[config.mk]
export PLATFORM = sky130hd
export DESIGN_NAME = mem_arbiter
export DESIGN_NICKNAME = d
export VERILOG_FILES = /design/src/rtl/mem_arbiter_pkg.sv /design/src/rtl/mem_arbiter_line_counter.sv /design/src/rtl/mem_arbiter.sv
export SDC_FILE = /design/constraint.sdc
export NUM_CORES = 1
export LEC_CHECK = 0
export CAP_MARGIN = 15
export CORE_ASPECT_RATIO = 1.25
export CORE_MARGIN = 5
export CORE_UTILIZATION = 45
export CTS_CLUSTER_DIAMETER = 120
export DETAILED_ROUTE_END_ITERATION = 8
export HOLD_SLACK_MARGIN = 0.05
export PLACE_DENSITY_LB_ADDON = 0.2
export SYNTH_ARGS = -nofsm -noshare
export SYNTH_HDL_FRONTEND = slang
export SYNTH_HIERARCHICAL = 1
export SYNTH_SLANG_ARGS = --single-unit
[constraint.sdc]
create_clock -name CLK -period 7.5 [get_ports CLK]
set_input_delay 0.75 -clock CLK [delete_from_list [all_inputs] [get_ports CLK]]
set_output_delay 0.75 -clock CLK [all_outputs]
set_load 0.005 [all_outputs]
[src/rtl/mem_arbiter_pkg.sv]
// mem_arbiter_pkg: arbiter states and cache-line geometry shared across the pipeline
package mem_arbiter_pkg;
  localparam int DEF_LINE_WORDS = 4;
  localparam int BYTE_OFF_W = 2;
  typedef enum logic [1:0] {IDLE, GNT_I, GNT_D, DONE} arbState_t;
  function automatic int lineOffW(input int lineWords);
    return $clog2(lineWords) + BYTE_OFF_W;
  endfunction
endpackage

[src/rtl/mem_arbiter_line_counter.sv]
// line_counter: word offset within a line fill; wraps at the line end and flags the last word
module line_counter
  import mem_arbiter_pkg::*;
#(
  parameter int LINE_WORDS = DEF_LINE_WORDS
) (
  input  logic                          CLK,
  input  logic                          reset,
  input  logic                          clr,
  input  logic                          inc,
  output logic [$clog2(LINE_WORDS)-1:0] cnt,
  output logic                          last
);
  always_ff @(posedge CLK or posedge reset)
    if (reset) cnt <= '0;
    else if (clr) cnt <= '0;
    else if (inc) cnt <= cnt + 1'b1;
  // power-of-two line: all-ones is the final word and the increment wraps to 0
  assign last = &cnt;
endmodule

[src/rtl/mem_arbiter.sv]
// mem_arbiter: shares one memory port between I-cache fills and D-cache fills/writes,
// D side first; one transaction at a time with a single DONE cycle between grants.
module mem_arbiter
  import mem_arbiter_pkg::*;
#(
  parameter int ADDR_W = 32,
  parameter int DATA_W = 32,
  parameter int LINE_WORDS = DEF_LINE_WORDS
) (
  input  logic                          CLK,
  input  logic                          reset,
  input  logic                          IReq,
  input  logic [ADDR_W-1:0]             IAddr,
  output logic [DATA_W-1:0]             IRdata,
  output logic                          IValid,
  output logic [$clog2(LINE_WORDS)-1:0] IWordIdx,
  output logic                          IDone,
  input  logic                          DReq,
  input  logic                          DWe,
  input  logic [ADDR_W-1:0]             DAddr,
  input  logic [DATA_W-1:0]             DWdata,
  output logic [DATA_W-1:0]             DRdata,
  output logic                          DValid,
  output logic [$clog2(LINE_WORDS)-1:0] DWordIdx,
  output logic                          DDone,
  output logic                          MemReq,
  output logic                          MemWe,
  output logic [ADDR_W-1:0]             MemAddr,
  output logic [DATA_W-1:0]             MemWdata,
  input  logic [DATA_W-1:0]             MemRdata,
  input  logic                          MemAck,
  output logic                          Busy
);
  localparam int IDX_W = $clog2(LINE_WORDS);
  localparam int OFF_W = lineOffW(LINE_WORDS);
  arbState_t state;
  logic [ADDR_W-OFF_W-1:0] baseQ;
  logic weQ;
  logic [DATA_W-1:0] wdataQ;
  logic [IDX_W-1:0] cnt;
  logic last;
  logic unusedOffset;
  assign unusedOffset = &{1'b0, IAddr[OFF_W-1:0], DAddr[OFF_W-1:0]};
  assign MemReq = (state == GNT_I) || (state == GNT_D);
  assign MemWe = (state == GNT_D) && weQ;
  assign MemAddr = MemReq ? {baseQ, cnt, {BYTE_OFF_W{1'b0}}} : '0;
  assign MemWdata = MemWe ? wdataQ : '0;
  assign Busy = state != IDLE;
  line_counter #(.LINE_WORDS(LINE_WORDS)) uCnt (
    .CLK  (CLK),
    .reset(reset),
    .clr  (state == IDLE),
    .inc  (MemReq && MemAck),
    .cnt  (cnt),
    .last (last)
  );
  always_ff @(posedge CLK or posedge reset)
    if (reset) begin
      state <= IDLE;
      baseQ <= '0;
      weQ <= 1'b0;
      wdataQ <= '0;
      IRdata <= '0;
      IValid <= 1'b0;
      IWordIdx <= '0;
      IDone <= 1'b0;
      DRdata <= '0;
      DValid <= 1'b0;
      DWordIdx <= '0;
      DDone <= 1'b0;
    end else begin
      IValid <= 1'b0;
      IDone <= 1'b0;
      DValid <= 1'b0;
      DDone <= 1'b0;
      case (state)
        IDLE: if (DReq || IReq) begin
          state <= DReq ? GNT_D : GNT_I;
          baseQ <= DReq ? DAddr[ADDR_W-1:OFF_W] : IAddr[ADDR_W-1:OFF_W];
          weQ <= DReq && DWe;
          wdataQ <= DWdata;
        end
        GNT_I: if (MemAck) begin
          IRdata <= MemRdata;
          IValid <= 1'b1;
          IWordIdx <= cnt;
          if (last) begin
            state <= DONE;
            IDone <= 1'b1;
          end
        end
        GNT_D: if (MemAck) begin
          DWordIdx <= cnt;
          if (!weQ) begin
            DRdata <= MemRdata;
            DValid <= 1'b1;
          end
          if (weQ || last) begin
            state <= DONE;
            DDone <= 1'b1;
          end
        end
        default: state <= IDLE;
      endcase
    end
endmodule

# ---- Word-level counts from Yosys, hierarchy flattened
# Cells that the tools add are included.
dict set report op_classes {
  add_sub_neg 1
  n_mul 0
  n_div 0
  n_lt_le_gt_ge 0
  n_eq_ne 7
  shift 0
  mux 23
  bitwise 1
  n_reduce_logical 15
}
# cell n
set op_table {}
lappend op_table {{$mux 32} 2}
lappend op_table {{$mux 28} 1}
lappend op_table {{$mux 2} 8}
lappend op_table {{$mux 1} 11}
lappend op_table {{$ne 2x2->1 const B} 4}
lappend op_table {{$reduce_and 2->1} 4}
lappend op_table {{$pmux 2 s3} 1}
lappend op_table {{$reduce_and 5->1} 1}
lappend op_table {{$reduce_bool 2->1} 2}
lappend op_table {{$logic_and 1x1->1} 3}
lappend op_table {{$logic_or 1x1->1} 3}
lappend op_table {{$reduce_and 3->1} 1}
lappend op_table {{$add 2x1->2 const B} 1}
lappend op_table {{$eq 2x1->1 const B} 1}
lappend op_table {{$eq 2x2->1 const B} 1}
lappend op_table {{$logic_not 2->1} 1}
lappend op_table {{$ne 2x1->1 const B} 1}
lappend op_table {{$not 1->1} 1}
dict set report word_totals {
  reg_bits 137
  latchBits 0
  ramBits 0
  mem_bits_ro 0
  inputBits 134
  output_inout_bits 139
  wordCells 60
  memories 0
}

# ---- Depth between registers and ports, before layout
dict set report depth {
  word_depth 5
  ltp_mapped 8
  ltp_nobuf 6
}

# ---- Modules after synthesis
# The synthesis kept the hierarchy.
# module n_inst cells_each area_each_um2 seq_area_each_um2
set by_module_without_submodules {}
lappend by_module_without_submodules {mem_arbiter 1 443 5858.1 3378.2}
lappend by_module_without_submodules {line_counter 1 8 92.6 50.0}

# ---- Worst setup path before layout
# OpenSTA, ideal clock, no wires.
dict set report synth_timing {
  path_kind {register to output}
  from {register state[0]}
  to {output MemAddr[10]}
  arrival_ns 1.168
  slack_ns 5.582
  stages_incl_launch_ff 5
  n_path_buf 1
  path_cell_list {dfrtp_1 -> inv_1 -> ha_1 -> clkbuf_1 -> and2_1}
}
dict set report synth_between {
  elab_chain_cells 3
  elab_cells_between_ends 4
}
# element line
set synth_lines {}
lappend synth_lines {{from (decl)} mem_arbiter.sv:36} ;# arbState_t state;
lappend synth_lines {{from (signal assigned)} mem_arbiter.sv:78} ;# state <= DReq ? GNT_D : GNT_I;
lappend synth_lines {{$eq 2x1->1 or $eq 2x2->1 (tied branches)} mem_arbiter.sv:44} ;# assign MemReq = (state == GNT_I) || (state == GNT_D);
lappend synth_lines {{$logic_or 1x1->1 *} mem_arbiter.sv:44}
lappend synth_lines {{via MemReq} mem_arbiter.sv:26} ;# output logic MemReq,
lappend synth_lines {{$mux 32 *} mem_arbiter.sv:46} ;# assign MemAddr = MemReq ? {baseQ, cnt, {BYTE_OFF_W{1'b0}}} : '0;
lappend synth_lines {{to (decl)} mem_arbiter.sv:28} ;# output logic [ADDR_W-1:0] MemAddr,
# Mark *: on every way through the listed nets, which the timed path passes. The rest lies on a longest branch.

# ---- Worst setup path in the final report
dict set report layout_timing {
  from {register state[0]}
  to {output MemWdata[24]}
}
dict set report layout_between {
  elab_chain_cells 3
}
# element line
set layout_lines {}
lappend layout_lines {{$eq 2x2->1} mem_arbiter.sv:45} ;# assign MemWe = (state == GNT_D) && weQ;
lappend layout_lines {{$logic_and 1x1->1} mem_arbiter.sv:45}
lappend layout_lines {{$mux 32} mem_arbiter.sv:47} ;# assign MemWdata = MemWe ? wdataQ : '0;
lappend layout_lines {{to (decl)} mem_arbiter.sv:29} ;# output logic [DATA_W-1:0] MemWdata,
# No other way between the ends.

==> metrics.txt <==
status completed; Top-Level Pins 273; DIE HEIGHT 139 um; class of the most critical setup path register to primary output; Worst setup SP type register; Routed Antenna Nets 0; setup TNS 0 ns; post-synthesis sequential area ratio 57.6%; post_cts resized 0; Async SR Flop Fraction 100%; critical path data arrival time 2.73 ns; final hold vios 0; Adder-Cell Fraction of Synth Area 1.26%; Vias 4376; Overall Global Routing Usage 19.8%; Synth area leaders dfrtp_1 (58%), mux2_2 (17%), mux2i_1 (5.0%); final setup vio count 0; largest net degree at the start of global routing 90; Max Used Layer met4; H-tree depth 4; Switching Fraction 29.4%; post-synth top area share 57.6%; initial core utilization 45.4%; synth unique cells 29; chip width 113 um; antenna cells 0; Placer Congestion 0.751; max cap viols 0; Int Pwr 2.63 mW; RSZ-0062 raised after global routing no; met3 wire length 1.21 mm; share of post-route cells with drive strength above 1 19.9%; residual DRC count 0; min cycle time layout 3.48 ns; hold_buf cts 0; root buffer cell clkbuf_16; Avg Inst Size Synth 13.2 sq um; Placed Cells incl. Taps 858; M1 WL 5.79 mm; max frequency 0.287 GHz; register bit total from synthesis 137; main combinational cell family by area after synthesis multiplexers; GRT overflow 0; Worst Path Max Fanout 35; non-filler cells, final 890; CP cell instances inv_1 > ha_1 > and3_2 > clkdlybuf4s50_1; Worst-path clk slew 0.06 ns; post-synthesis to final-layout area growth 55.1%; core area 13100 sq um; number of global-route vias before repair 4768; clock buffer depth 2; 1st-pass router iterations 4; Post-CTS Setup Bufs 0; TritonCTS buffer count 17; post-synthesis mux area share 24.8%; PwrDens 403 nW/um^2; Nets 846; cell taking the most area after synthesis dfrtp_1; Reg power frac 35.1%; Synth Area in Simple Gates 9.48%; dpl hpwl 11.3 mm; Clk Latency, worst-skew pair 0.41 ns; Total Wirelength 15.5 mm; Netlist Area Pre-Place 5950 sq um; DIE AREA 15600 sq um; worst path required time 6.75 ns; Slowest-stage cell, CP ha_1; drt initial violations 225; drt wl/cell 17.4 um; Sw Pwr 1.10 mW; synthesized instance count 451; Static Leak 4.11 nW; type of the worst min-delay path register to register; worst stage delay on the critical path 0.90 ns; first-pass GRT wire length 24.6 mm; top_reg_cell synth dfrtp_1; Post-synth EDFFs 0; Core Rows 47; Post-synth top cells dfrtp_1 (137), mux2_2 (90), and2_1 (32); met2 WL 8.07 mm; Fin Clk Skew 0.00689 ns; Synth Area in XOR/XNOR 0.147%; slew of the pin with the lowest slew margin 1.09 ns; TritonCTS clock tree built; clock sinks 137; slew margin rel. 27.4%; IO Port Bufs 262; Via density 4.92; yosys warns 6; maximum vdd drop 217 uV; count leader, synth dfrtp_1; post-synthesis compound-gate area fraction 3.13%; Critical Path End Type primary output; combinational power share 43.1%; initial antenna violation count 0; Clk pwr share 21.8%; Slew Limit Fails 0; fin crit share 46.4%
## state kept, by name, indices dropped and copies added (netlist names), 2 cells and up
register,count
wdataQ,32
baseQ,28
IRdata,32
DWordIdx,2
uCnt/cnt,2
state,2
IWordIdx,2
DRdata,32
## cell families (layout without fill, tap and decap cells)
| logic type | after synthesis | count (layout) |
|---|---|---|
| flops | 137 | 137 |
| mux | 131 | 131 |
| simple gates | 104 | 104 |
| buf+inv | 37 | 304 |
| compound gates | 34 | 34 |
| fa+ha+maj | 6 | 6 |
| other cells | 1 | 2 |
| xor+xnor | 1 | 1 |
## power by group through the flow
stage | Sequential (mW) | Clock (mW) | Combinational, mW
after global placement | 1.29 | 0 | 1.59
after detailed placement | 1.32 | 0 | 1.63
after floorplan | 1.28 | 0 | 0.772
after global routing | 1.35 | 0.857 | 1.75
after CTS | 1.31 | 0.830 | 1.64
final | 1.31 | 0.812 | 1.61
## worst paths after layout
check | startpoint | endpoint | slack, ns | depth (start not counted)
hold / removal | baseQ[5] | baseQ[5] | 0.47 | 2
setup reg to reg | state[0] | DRdata[16] | 4.44 | 6
setup / recovery | state[0] | MemWdata[24] | 4.02 | 4
hold reg to reg | baseQ[5] | baseQ[5] | 0.47 | 2
max in group asynchronous | reset | state[0] | 5.37 | 3
min in group asynchronous | reset | uCnt/cnt[1] | 0.62 | 2
## cells in the final DEF (no fill, tap or decap), drive strengths merged
master and instances:
clkdlybuf4s50 261, dfrtp 137, mux2 101, and3 33, and2 32, nand2 31, mux2i 30, o21ai 30
clkbuf 18, inv 9, clkinv 7, nor2 6, ha 6, buf 4, clkinvlp 3, conb 2
bufinv 2, nor2b 1, o21bai 1, a222oi 1, or2 1, a32o 1, a21oi 1, xnor2 1
## routing by layer
layer / GRT usage (%) / up-vias
met5: 0 / -
met4: 8.86 / 0
met3: 6.02 / 26
met2: 35.0 / 171
met1: 21.7 / 2117
li1: - / 2062
## area by class of cell
class	instances	area, sq um
fillers	954	3880
flip-flops and latches	137	3430
repair buffers	265	2640
multi-input cells	278	2320
clock buffers	18	439
well taps	171	214
clock inverters	14	146
inverters	7	38.8
## worst max-delay path: cells and delay by family (launching register included)
| kind | cells | cell delay [ns] |
|---|---|---|
| adder cells (fa/ha/maj) | 1 | 0.90 |
| AND/OR/NAND/NOR | 1 | 0.34 |
| flip-flops | 1 | 0.41 |
| buffers and inverters | 2 | 0.68 |
## stage by stage
step	power, mW	hold WS, ns	setup slack (ns)	instance area, sq um	util (%)
2_1_floorplan	2.05	0.442	3.14	5950	-
3_3_place_gp	2.88	0.454	4.55	8650	65.9
3_5_place_dp	2.95	0.463	4.45	8650	65.9
4_1_cts	3.77	0.476	4.02	9230	70.4
5_1_grt	3.96	0.506	3.86	9230	70.4
6_report	3.72	0.468	4.02	9230	70.4
No activity file was read; power rests on OpenSTA's default activity.
